File: src/rtl/mem_arbiter_2p.sv
// Two-port waitrequest arbiter in front of one single-port memory slave.
// Grants one whole transaction at a time and always returns through IDLE between grants.
module mem_arbiter_2p #(
  parameter int AW         = 18,
  parameter int DW         = 36,
  parameter int FIXED_PRIO = 0
) (
  input  logic          i_clk,
  input  logic          i_reset_n,
  input  logic [AW-1:0] i_p0_address,
  input  logic          i_p0_read,
  input  logic          i_p0_write,
  input  logic [DW-1:0] i_p0_writedata,
  output logic [DW-1:0] o_p0_readdata,
  output logic          o_p0_waitrequest,
  input  logic [AW-1:0] i_p1_address,
  input  logic          i_p1_read,
  input  logic          i_p1_write,
  input  logic [DW-1:0] i_p1_writedata,
  output logic [DW-1:0] o_p1_readdata,
  output logic          o_p1_waitrequest,
  output logic [AW-1:0] o_m_address,
  output logic          o_m_read,
  output logic          o_m_write,
  output logic [DW-1:0] o_m_writedata,
  input  logic [DW-1:0] i_m_readdata,
  input  logic          i_m_waitrequest,
  output logic [1:0]    o_grant,
  output logic          o_busy
);

  typedef enum logic {IDLE = 1'b0, BUSY = 1'b1} state_t;

  state_t state, state_nxt;
  logic   gnt, gnt_nxt;    // latched winner: 0 = port 0, 1 = port 1
  logic   last, last_nxt;  // port that most recently completed a transaction
  logic   req0, req1, req_g;

  assign req0  = i_p0_read | i_p0_write;
  assign req1  = i_p1_read | i_p1_write;
  assign req_g = gnt ? req1 : req0;

  assign o_p0_readdata = i_m_readdata;
  assign o_p1_readdata = i_m_readdata;

  always_ff @(posedge i_clk or negedge i_reset_n) begin
    if (!i_reset_n) begin
      state <= IDLE;
      gnt   <= 1'b0;
      last  <= 1'b1;
    end else begin
      state <= state_nxt;
      gnt   <= gnt_nxt;
      last  <= last_nxt;
    end
  end

  always_comb begin
    state_nxt = state;
    gnt_nxt   = gnt;
    last_nxt  = last;
    case (state)
      IDLE: begin
        if (req0 || req1) begin
          state_nxt = BUSY;
          if (req0 && req1) gnt_nxt = (FIXED_PRIO != 0) ? 1'b0 : ~last;
          else              gnt_nxt = req1;
        end
      end
      BUSY: begin
        // A requester that drops its strobes mid-transaction forfeits without updating fairness.
        if (!req_g) begin
          state_nxt = IDLE;
        end else if (!i_m_waitrequest) begin
          state_nxt = IDLE;
          last_nxt  = gnt;
        end
      end
      default: state_nxt = IDLE;
    endcase
  end

  always_comb begin
    o_m_address      = '0;
    o_m_writedata    = '0;
    o_m_read         = 1'b0;
    o_m_write        = 1'b0;
    o_grant          = 2'b00;
    o_busy           = 1'b0;
    o_p0_waitrequest = 1'b1;
    o_p1_waitrequest = 1'b1;
    if (state == BUSY) begin
      o_busy  = 1'b1;
      o_grant = gnt ? 2'b10 : 2'b01;
      // A simultaneous read and write is treated as a write.
      if (gnt) begin
        o_m_address      = i_p1_address;
        o_m_writedata    = i_p1_writedata;
        o_m_write        = i_p1_write;
        o_m_read         = i_p1_read & ~i_p1_write;
        o_p1_waitrequest = i_m_waitrequest;
      end else begin
        o_m_address      = i_p0_address;
        o_m_writedata    = i_p0_writedata;
        o_m_write        = i_p0_write;
        o_m_read         = i_p0_read & ~i_p0_write;
        o_p0_waitrequest = i_m_waitrequest;
      end
    end
  end

endmodule

File: config.mk
export PLATFORM = sky130hd
export DESIGN_NAME = mem_arbiter_2p
export DESIGN_NICKNAME = d
export VERILOG_FILES = /design/src/rtl/mem_arbiter_2p.sv
export SDC_FILE = /design/constraint.sdc
export NUM_CORES = 1
export LEC_CHECK = 0
export ABC_CLOCK_PERIOD_IN_PS = 3000
export BUFFER_PORTS_ARGS = -buffer_cell sky130_fd_sc_hd__buf_2
export CORE_AREA = 2 2 110 112
export DETAILED_ROUTE_END_ITERATION = 8
export DIE_AREA = 0 0 112 114
export GPL_TIMING_DRIVEN = 0
export HOLD_SLACK_MARGIN = 0.02
export PLACE_DENSITY_LB_ADDON = 0.1
export SLEW_MARGIN = 20
export SYNTH_ARGS = -nofsm -noshare
export SYNTH_HDL_FRONTEND = slang
export SYNTH_SLANG_ARGS = --single-unit
File: constraint.sdc
create_clock -name i_clk -period 3 [get_ports i_clk]
set_input_delay 0.15 -clock i_clk [delete_from_list [all_inputs] [get_ports i_clk]]
set_output_delay 0.15 -clock i_clk [all_outputs]
set_load 0.01 [all_outputs]
Yosys cells after proc, flatten, opt, wreduce, memory -nomap -nowiden
Cells that the tools add are included.

Register bits: 3. Input port bits: 151. Output and inout bits: 133. Word-level logic and storage cells: 37.

Mux-type cells: 21. Bitwise operators: 9. Reduce and logical (&&, ||, !) cells: 4.

Operators by type and width (number): $mux 36 (2); $mux 18 (2); $mux 1 (14); $not 1->1 (5); $mux 2 (2); $reduce_and 3->1 (1); $and 1x1->1 (2); $or 1x1->1 (2); $pmux 1 s2 (1); $reduce_and 2->1 (1); $logic_and 1x1->1 (1); $logic_or 1x1->1 (1).

Depth between registers and ports, before layout
Depth after elaboration: 4. Gate-level depth with buffers: 5. Depth with buffers taken out: 3.

Least setup slack after synthesis
No wires, ideal clock.

Path kind: reg-to-output. Start: register gnt. End: output port o_m_read. Data arrival time: 1.053 ns. Data required time: 2.850 ns. Slack: 1.797 ns. Cell stages (with the launch flop): 5. Buffers on the path: 2. Cells stage by stage: dfrtp_1 -> buf_6 -> buf_6 -> o32ai_1 -> and2_1.

Word-level cells in the longest chain between the ends: 2.

RTL lines: from (decl) (RTL line 35) `logic gnt, gnt_nxt;`; from (signal assigned) (RTL line 53) `gnt <= gnt_nxt;`; $mux 1 (RTL line 96) `if (gnt) begin`; $mux 1 (RTL line 92) `if (state == BUSY) begin`; to (decl) (RTL line 23) `output logic o_m_read,`.

No other way between the ends.

Worst setup path after layout
Start: register state. End: output port o_m_writedata[0].

Word-level cells in the longest chain between the ends: 1.

RTL lines: from (decl) (RTL line 34) `state_t state, state_nxt;`; from (signal assigned) (RTL line 52) `state <= state_nxt;`; $mux 36 (RTL line 92); to (decl) (RTL line 25) `output logic [DW-1:0] o_m_writedata,`.

No other way between the ends.

==> metrics.md <==
| Metric | Value |
|---|---|
| Skew-Pair Late Insertion Delay | `0.22 ns` |
| Ys flop type | `dfrtp_1` |
| Residual DRC count | `0` |
| DIE HEIGHT | `114 um` |
| # Post-CTS Setup Buffers | `0` |
| Post-Route WL | `6720 um` |
| Post-DP Area | `3160 um2` |
| Yosys reg bits | `3` |
| Top-count cell post-synth | `buf_4` |
| Initial Util | `0.149` |
| Syn nets | `370` |
| H-tree levels | `1` |
| Design Area, Final | `3250 um2` |
| Worst EP arrival | `1.51 ns` |
| Max_slew headroom | `0.728` |
| Worst-Margin Slew | `0.408 ns` |
| Layout Skew | `0.000563 ns` |
| Clk root buf | `clkbuf_16` |
| VDD IR max | `231 uV` |
| HPWL Detailed | `5910 um` |
| Worst Path Required | `2.85 ns` |
| Nets | `623` |
| Largest fanout on the critical path | `10` |
| Status | `completed` |
| Ranking of synthesized cells by area | `mux2i_1 32%, buf_4 31%, nor2b_1 20%, buf_6 4.5%, dfrtp_1 2.9%` |
| CP max stage cell | `dfrtp_1` |
| Clk sinks | `3` |
| First drt pass iteration count | `4` |
| CTS buffer count | `3` |
| CTS resizes | `0` |
| Top post-synthesis cells by count | `72 x buf_4, 56 x nor2b_1, 55 x mux2i_1, 7 x buf_6, 6 x clkbuf_1` |
| Synth warn | `0` |
| Layout cells sized above 1 | `0.703` |
| Fraction of registers with async set or reset after synthesis | `1.00` |
| Post-synth EDFFs | `0` |
| Grt total ovfl | `0` |
| Reg2Reg Launch Point | `state` |
| Syn Area/Cell | `7.95 um2` |
| Worst Setup SP | `state` |
| PortBufs | `247` |
| Die W | `112 um` |
| Die Area | `12800 um2` |
| CP endpoint kind | `primary output` |
| Placer Congestion | `0.735` |
| Hold_sp | `i_m_waitrequest` |
| Sequential share of the synthesized area | `0.0438` |
| LEAKAGE | `1.97 nW` |
| Crit start category | `register` |
| Cell accounting for the most synthesized area | `mux2i_1` |
| Core area | `11700 um2` |
| CTS tree | `built` |
| Largest net degree at the start of global routing | `11` |
| Top Ports | `284` |
| Mapped Cells | `219` |
| RSZ-0062 raised after global routing | `false` |
| Max cap viols | `0` |
| Syn-to-layout area delta | `86.6%` |
| Worst hold path type | `in -> reg` |
| Fmax | `602 MHz` |
| Routed vias | `2273` |
| Global-route wire length before repair | `9840 um` |
| Final Hold Violating Endpoints | `0` |
| Worst-path clk slew | `0.03 ns` |
| WP buf/inv | `2` |
| Clock Path Buffers | `2` |
| Final min period | `1.66 ns` |
| DR iter-0 viols | `32` |
| Max Slew Vio Count | `0` |
| Critical path class | `reg -> out` |
| Final setup TNS | `0 ns` |
| Netlist cell types | `23` |
| Vias in the first global route | `2090` |
| # diodes | `0` |
| Top cell type's share of synthesized area | `0.316` |
| Routed vias/inst | `3.68` |
| WL/cell | `10.9 um` |
| CP top delay family | `flip-flops` |
| Initial antenna violation count | `0` |
| Sequence of cells on the critical path | `clkbuf_1 > nor2b_1 > buf_2` |
| Worst path max stage delay | `0.58 ns` |
| Routed Antenna Nets | `0` |
| Final setup fails | `0` |
| Synthesized area | `1740 um2` |
| P per Cell Area | `547 nW/um2` |
| Tcrit/Tclk final | `0.554` |
| GRT Total Usage | `0.0924` |
| Row count | `40` |
state kept, by name, indices dropped and copies added, names as in the netlist:
signal	count
gnt	1
last	1
state	1
worst reg2reg max path, stage by stage, from the launching register on:
cell and delay [ns]:
dfrtp_1 0.58, clkbuf_1 0.36, nor2_1 0.09, o32a_1 0.18
per-layer routing:
layer / global-route usage / wire length (um) / vias up
li1: - / - / 1145
met1: 0.100 / 2340 / 971
met2: 0.181 / 3580 / 152
met3: 0.0244 / 775 / 5
met4: 0.0171 / 31 / 0
met5: 0 / 0 / -
final cells by class:
class | instances | area [um2]
Fill cell | 1317 | 8460
Timing Repair Buffer | 248 | 1250
Multi-Input combinational cell | 130 | 1020
Buffer | 85 | 642
Tap cell | 147 | 184
Clock buffer | 4 | 78.8
Sequential cell | 3 | 76.3
Inverter | 1 | 3.75
path summary, 6_finish.rpt:
path / cells past startpoint / to / slack [ns]
hold reg to reg: 1 / last / 0.57
min in group asynchronous: 2 / state / 0.27
setup reg to reg: 3 / gnt / 1.68
setup / recovery: 3 / o_m_writedata[0] / 1.34
max in group asynchronous: 2 / last / 2.53
hold / removal: 3 / state / 0.20
through the flow:
stage / util / setup slack, ns / power [mW] / instances / hold WS, ns
after global placement: 0.270 / 1.51 / 1.60 / 613 / -0.0507
after detailed placement: 0.270 / 1.50 / 1.60 / 613 / -0.0473
final: 0.278 / 1.34 / 1.78 / 618 / 0.203
after global routing: 0.278 / 1.17 / 1.93 / 618 / 0.238
after CTS: 0.278 / 1.26 / 1.82 / 618 / 0.206
after floorplan: - / 1.80 / 1.08 / 219 / -0.146
power breakdown:
part,switching [mW],leakage (nW),internal [mW]
registers,0.0212,0.0335,0.0608
clock network,0.0374,0.0382,0.175
logic,0.715,1.90,0.767
cell families after synthesis:
logic type | after synthesis | synth area share
simple gates | 68 | 0.238
compound gates | 7 | 0.0316
flops | 3 | 0.0438
buf+inv | 86 | 0.371
mux | 55 | 0.316
layout by cell type (no fill, tap or decap):
cell type / n
a21o_1: 1
a22o_1: 1
a22oi_1: 1
and2_1: 1
and2_4: 1
and2b_1: 1
buf_2: 247
buf_4: 72
buf_6: 7
clkbuf_1: 7
clkbuf_16: 3
dfrtp_1: 2
dfstp_2: 1
dlygate4sd3_1: 1
inv_1: 1
mux2i_1: 55
nand2_1: 2
nand2b_1: 1
nor2_1: 4
nor2b_1: 56
o21ai_0: 1
o31ai_1: 1
o32a_1: 1
o32ai_1: 1
or2_0: 1
or2_1: 1
what timing repair did:
item,4_1_cts,5_1_grt
endpoints found under the setup margin,0,0
hold endpoints to repair,3,0
hold buffers,1,0
Note: power is estimated with default switching activity, not from simulation.
